### config.mk
export PLATFORM = sky130hd
export DESIGN_NAME = io_input_conditioner_flat
export DESIGN_NICKNAME = d
export VERILOG_FILES = /design/src/rtl/io_pkg.sv /design/src/rtl/io_input_conditioner_if.sv /design/src/rtl/debounce_cell.sv /design/src/rtl/io_input_conditioner.sv /design/src/flat_wrapper.sv
export SDC_FILE = /design/constraint.sdc
export NUM_CORES = 1
export LEC_CHECK = 0
export CORE_MARGIN = 4
export CORE_UTILIZATION = 40
export DETAILED_ROUTE_END_ITERATION = 12
export GPL_TIMING_DRIVEN = 0
export PLACE_DENSITY_LB_ADDON = 0.2
export SLEW_MARGIN = 20
export SYNTH_ARGS = -nofsm -noshare
export SYNTH_HDL_FRONTEND = slang
export SYNTH_SLANG_ARGS = --single-unit
### constraint.sdc
create_clock -name clock -period 2.7 [get_ports clock]
set_input_delay 0.54 -clock clock [delete_from_list [all_inputs] [get_ports clock]]
set_output_delay 0.54 -clock clock [all_outputs]
set_load 0.1 [all_outputs]
### src/rtl/io_pkg.sv
// Shared constants for the board input conditioner: default debounce length,
// in_port1 field layout and the debouncer state encoding.
package io_pkg;

  // 1 ms of stable level at the 50 MHz board clock.
  localparam int DB_CYCLES_DEFAULT = 50000;

  // in_port1 layout: debounced key levels at the bottom, sticky flags above.
  localparam int LEVEL_BASE = 0;

  function automatic int flag_base(input int n_key);
    return n_key;
  endfunction

  typedef enum logic {
    STABLE_0 = 1'b0,
    STABLE_1 = 1'b1
  } db_state_e;

endpackage

### src/rtl/io_input_conditioner_if.sv
// Board-pin / CPU-side signal bundle of the input conditioner.
interface io_input_conditioner_if #(
  parameter int N_SW  = 10,
  parameter int N_KEY = 4
);
  // No valid/ready pair here: sw/key_n are free-running asynchronous levels,
  // key_clr is a single-cycle strobe sampled on the next clock edge, and the
  // in_port words are always valid registered snapshots.
  logic [N_SW-1:0]  sw;
  logic [N_KEY-1:0] key_n;
  logic             key_clr;
  logic [31:0]      in_port0;
  logic [31:0]      in_port1;

  modport master (output sw, key_n, key_clr, input in_port0, in_port1);
  modport slave  (input sw, key_n, key_clr, output in_port0, in_port1);
endinterface

### src/rtl/debounce_cell.sv
// One input channel: 2-flop synchronizer followed by a counter debouncer.
// The debounced level is the FSM state itself, exported for observation.
module debounce_cell
  import io_pkg::*;
#(
  parameter int DB_CYCLES = DB_CYCLES_DEFAULT,
  parameter int CNT_W     = 16,
  parameter bit INVERT    = 1'b0
) (
  input  logic      clock,
  input  logic      reset,
  input  logic      raw,
  output db_state_e state
);

  localparam logic [CNT_W-1:0] LAST = CNT_W'(DB_CYCLES - 1);

  logic             sync1;
  logic             sync2;
  logic [CNT_W-1:0] cnt;

  // Inversion is applied on entry so the flops always hold the active-high
  // level; a reset-cleared synchronizer then reads as "released".
  always_ff @(posedge clock) begin
    if (reset) begin
      sync1 <= 1'b0;
      sync2 <= 1'b0;
      cnt   <= '0;
      state <= STABLE_0;
    end else begin
      sync1 <= raw ^ INVERT;
      sync2 <= sync1;
      case (state)
        STABLE_0: begin
          if (!sync2) begin
            cnt <= '0;
          end else if (cnt == LAST) begin
            cnt   <= '0;
            state <= STABLE_1;
          end else begin
            cnt <= cnt + CNT_W'(1);
          end
        end
        STABLE_1: begin
          if (sync2) begin
            cnt <= '0;
          end else if (cnt == LAST) begin
            cnt   <= '0;
            state <= STABLE_0;
          end else begin
            cnt <= cnt + CNT_W'(1);
          end
        end
        default: begin
          cnt   <= '0;
          state <= STABLE_0;
        end
      endcase
    end
  end

endmodule

### src/rtl/io_input_conditioner.sv
// Debounced switch/key input words for the memory-mapped input register.
// Define IO_IN_KEY_LATCH_EN to build key press detection and sticky flags.
module io_input_conditioner
  import io_pkg::*;
#(
  parameter int N_SW      = 10,
  parameter int N_KEY     = 4,
  parameter int DB_CYCLES = DB_CYCLES_DEFAULT,
  parameter int CNT_W     = 16
) (
  input  logic                    clock,
  input  logic                    reset,
  io_input_conditioner_if.slave   io
);

  localparam int FLAG_LSB = flag_base(N_KEY);

  db_state_e        sw_state  [N_SW];
  db_state_e        key_state [N_KEY];
  logic [N_SW-1:0]  sw_db;
  logic [N_KEY-1:0] key_db;
  logic [N_KEY-1:0] flag_next;
  logic [31:0]      port0_next;
  logic [31:0]      port1_next;
  logic [31:0]      port0_q;
  logic [31:0]      port1_q;

  for (genvar i = 0; i < N_SW; i++) begin : g_sw
    debounce_cell #(
      .DB_CYCLES (DB_CYCLES),
      .CNT_W     (CNT_W),
      .INVERT    (1'b0)
    ) u_cell (
      .clock (clock),
      .reset (reset),
      .raw   (io.sw[i]),
      .state (sw_state[i])
    );
    assign sw_db[i] = (sw_state[i] == STABLE_1);
  end

  for (genvar i = 0; i < N_KEY; i++) begin : g_key
    debounce_cell #(
      .DB_CYCLES (DB_CYCLES),
      .CNT_W     (CNT_W),
      .INVERT    (1'b1)
    ) u_cell (
      .clock (clock),
      .reset (reset),
      .raw   (io.key_n[i]),
      .state (key_state[i])
    );
    assign key_db[i] = (key_state[i] == STABLE_1);
  end

`ifdef IO_IN_KEY_LATCH_EN
  logic [N_KEY-1:0] key_db_q;
  logic [N_KEY-1:0] key_flag;
  logic [N_KEY-1:0] press;

  // A press in the same cycle as a clear must survive it.
  assign press     = key_db & ~key_db_q;
  assign flag_next = (io.key_clr ? '0 : key_flag) | press;

  always_ff @(posedge clock) begin
    if (reset) begin
      key_db_q <= '0;
      key_flag <= '0;
    end else begin
      key_db_q <= key_db;
      key_flag <= flag_next;
    end
  end
`else
  logic unused_key_clr;
  assign unused_key_clr = io.key_clr;
  assign flag_next      = '0;
`endif

  // Flags go out from flag_next so they appear in the same cycle as the level.
  always_comb begin
    port0_next                         = '0;
    port0_next[N_SW-1:0]               = sw_db;
    port1_next                         = '0;
    port1_next[LEVEL_BASE +: N_KEY]    = key_db;
    port1_next[FLAG_LSB +: N_KEY]      = flag_next;
  end

  always_ff @(posedge clock) begin
    if (reset) begin
      port0_q <= '0;
      port1_q <= '0;
    end else begin
      port0_q <= port0_next;
      port1_q <= port1_next;
    end
  end

  assign io.in_port0 = port0_q;
  assign io.in_port1 = port1_q;

endmodule

### src/flat_wrapper.sv
// flat-port wrapper written by rule: the top's interface ports become plain ports
module io_input_conditioner_flat import io_pkg::*;
#(
  parameter int N_SW      = 10,
  parameter int N_KEY     = 4,
  parameter int DB_CYCLES = DB_CYCLES_DEFAULT,
  parameter int CNT_W     = 16
)
  (clock, reset, io_sw, io_key_n, io_key_clr, io_in_port0, io_in_port1);
  io_input_conditioner_if #(.N_SW(N_SW), .N_KEY(N_KEY)) io_i ();
  input  logic clock;
  input  logic reset;
  input wire logic [$bits(io_i.sw)-1:0] io_sw;
  input wire logic [$bits(io_i.key_n)-1:0] io_key_n;
  input wire logic [$bits(io_i.key_clr)-1:0] io_key_clr;
  output wire logic [$bits(io_i.in_port0)-1:0] io_in_port0;
  output wire logic [$bits(io_i.in_port1)-1:0] io_in_port1;
  assign io_i.sw = io_sw;
  assign io_i.key_n = io_key_n;
  assign io_i.key_clr = io_key_clr;
  assign io_in_port0 = io_i.in_port0;
  assign io_in_port1 = io_i.in_port1;
  io_input_conditioner #(.N_SW(N_SW), .N_KEY(N_KEY), .DB_CYCLES(DB_CYCLES), .CNT_W(CNT_W)) u_core (.clock(clock), .reset(reset), .io(io_i));
endmodule
==> flow_summary.json <==
{
  "status": "finished, final reports clean",
  "dp_cells": 1783,
  "path_max_fanout": 1,
  "grtUsageTotal_pct": 13.1,
  "cts_tree": "built",
  "clock-sinks": 280,
  "diodes": 0,
  "critPathKind": "flop to primary output",
  "ys_warn_count": 0,
  "setup_viol": 0,
  "drt_wl_total_um": 21800,
  "slowest_delay_ps": 1150,
  "dr.pass1.iters": 6,
  "cp_slowest_cell": "clkdlybuf4s50_1",
  "fin_cells": 1835,
  "post_cts.repair.setup_buffers": 0,
  "numCtsBuffers": 29,
  "clk_pin_slew_ps": 60,
  "grt_pass1_wl_um": 37700,
  "period_minus_slack_ps": 2620,
  "cts-resized-gates": 0,
  "post-route-period-util_pct": 97.2,
  "pwr_density_cell_nw_per_um2": 636,
  "peakVddDrop_mv": 0.527,
  "slew_headroom_pct": 35.0,
  "cp.required_ps": 2160,
  "die_w_um": 180,
  "synth_area_um2": 11900,
  "synth-seq-cells": 280,
  "cp_num_buf_inv": 1,
  "synth_edf_count": 0,
  "layout.nets": 1461,
  "worstPathCellList": "clkdlybuf4s50_1",
  "avgRoutedWirePerCell_um": 11.9,
  "core-area_um2": 29000,
  "layout_commonest_cell": "dfxtp_1",
  "drc": 0,
  "hold_depth": 1,
  "root_buffer": "clkbuf_16",
  "rsz0062_at_grt": "false",
  "critPathCaptureType": "primary output",
  "grt_max_degree": 16,
  "ant_nets": 0,
  "avgSynthCellArea_um2": 9.00,
  "io_pins": 81,
  "multi_input_area_um2": 5840,
  "die_y_um": 180,
  "cp.depth": 1,
  "power.leakage_uw": 0.00444,
  "synth_area_leaders": "dfxtp_1, xnor2_1, nor2_1, nand4_1, xor2_1",
  "synth_ff_type": "dfxtp_1",
  "initial_core_util_pct": 41.0,
  "h-tree-depth": 1,
  "io_buffers": 28,
  "fin_tns_setup_ps": 0,
  "num_rows": 62,
  "finClkSkew_ps": 23.7,
  "fmax_mhz": 381,
  "synthCells": 1322,
  "drt_iter0_markers": 326,
  "critical_path.startpoint_type": "flop",
  "seq_area_um2": 5610,
  "cts.path.max_buffers": 3,
  "die_area_um2": 32600,
  "yosysTopAreaCell": "dfxtp_1",
  "worst_r2r_path_depth": 6,
  "yosys.area.top_type_share_pct": 47.1,
  "synth.distinct_cells": 41,
  "worst_pin_slew_ps": 972,
  "drive_above_1_share_pct": 7.93,
  "dp_hpwl_um": 15100,
  "critical-path-top-delay-family": "buffers and inverters",
  "routed-via-count": 8634,
  "yosysSeqAreaShare_pct": 47.1,
  "gp_congestion": 0.786,
  "hold_class": "flop to flop",
  "clock_latency_ps": 550,
  "grt_pass1_vias": 8012,
  "drv_cap": 0,
  "final_cell_mix": "dfxtp_1, nor2_1, xnor2_1",
  "grt_overflow": 0,
  "critPathArrivalTime_ps": 2080,
  "area_delta_synth_final_pct": 16.5,
  "async_flop_share_pct": 0,
  "postCtsHoldBufs": 0,
  "slew_viol_final": 0,
  "via_per_inst": 4.71,
  "final-hold-violation-count": 0,
  "antenna_found_initial": 0,
  "filler_cell_count": 2828
}
-- routing by layer --
metal  share of wire (%)  track usage [%]  wire [um]  vias up
li1                    -                -          -     4613
met1                  50             18.1      10800     3881
met2                  45             21.7       9810      109
met3                 3.2             2.12        700       31
met4                 2.0             3.09        430        0
met5                   0                0          0        -
-- cells in the mapped netlist (all sizes together), types with 8 or more instances --
cell type	instances
dfxtp	280
nor4bb	12
nor2b	39
mux2i	10
nor4	58
nor3	57
nand3	61
nand2	61
nand4	68
and3	17
buf	62
ha	14
and4	11
clkbuf	16
or4b	8
nor2	261
xor2	44
xnor2	165
inv	36
-- final timing paths --
path	from	slack (ps)	to
worst max-delay path	u_core.io.in_port1[1]$_SDFF_PP0_	80	io_in_port1[1]
worst min-delay path	u_core.g_sw[1].u_cell.sync1$_SDFF_PP0_	440	u_core.g_sw[1].u_cell.sync2$_SDFF_PP0_
worst max register to register	u_core.g_sw[6].u_cell.cnt[9]$_SDFF_PP0_	430	u_core.g_sw[6].u_cell.cnt[12]$_SDFF_PP0_
worst min register to register	u_core.g_sw[1].u_cell.sync1$_SDFF_PP0_	440	u_core.g_sw[1].u_cell.sync2$_SDFF_PP0_
-- logic make-up after synthesis --
kind of cell	count (synthesis)	share of synthesized area [%]
DFF	280	47.1
buffers and inverters	114	5.28
xor gates and xnor gates	209	15.4
AOI/OAI and AO/OA	9	0.484
other	1	0.0315
muxes	11	0.936
adders and majority gates	14	1.47
and+or+nand+nor	684	29.3
-- where the power goes --
| part | total [uW] | switching [uW] | leakage, uW | internal [uW] |
|---|---|---|---|---|
| registers | 4170 | 14.5 | 0.00226 | 4160 |
| clock network | 4170 | 1610 | 0.000492 | 2560 |
| logic | 479 | 384 | 0.00168 | 94.3 |
-- layout make-up --
| cell class | count | share of cell area, % |
|---|---|---|
| plain buffers | 78 | 3.56 |
| clock buffers | 41 | 6.07 |
| clock inverters | 11 | 1.31 |
| inverters | 36 | 0.975 |
| multi-input cells | 977 | 42.2 |
| flip-flops and latches | 280 | 40.4 |
| well taps | 384 | 3.47 |
| repair buffers | 28 | 2.02 |
-- state kept, by name, summed over array words and instances, names as in the netlist, named ones only --
name                       cells
u_core.g_sw.u_cell.cnt       160
u_core.g_key.u_cell.sync2      4
u_core.io.in_port0            10
u_core.g_key.u_cell.sync1      4
u_core.io.in_port1             4
u_core.g_key.u_cell.cnt       64
u_core.g_sw.u_cell.sync1      10
u_core.g_sw.u_cell.sync2      10
-- stage by stage --
step | util [%] | power [uW] | hold slack, ps | setup slack [ps] | cell area (um2)
floorplan | - | 4680 | 414 | 713 | 12100
global placement | 44.3 | 4740 | 418 | -334 | 12800
detailed placement | 44.3 | 4740 | 424 | -338 | 12800
CTS | 47.8 | 8950 | 439 | 24.5 | 13900
global route | 47.8 | 9140 | 456 | 25.5 | 13900
finish | 47.8 | 8820 | 436 | 76.2 | 13900
Note: power is estimated with default switching activity, not from simulation.
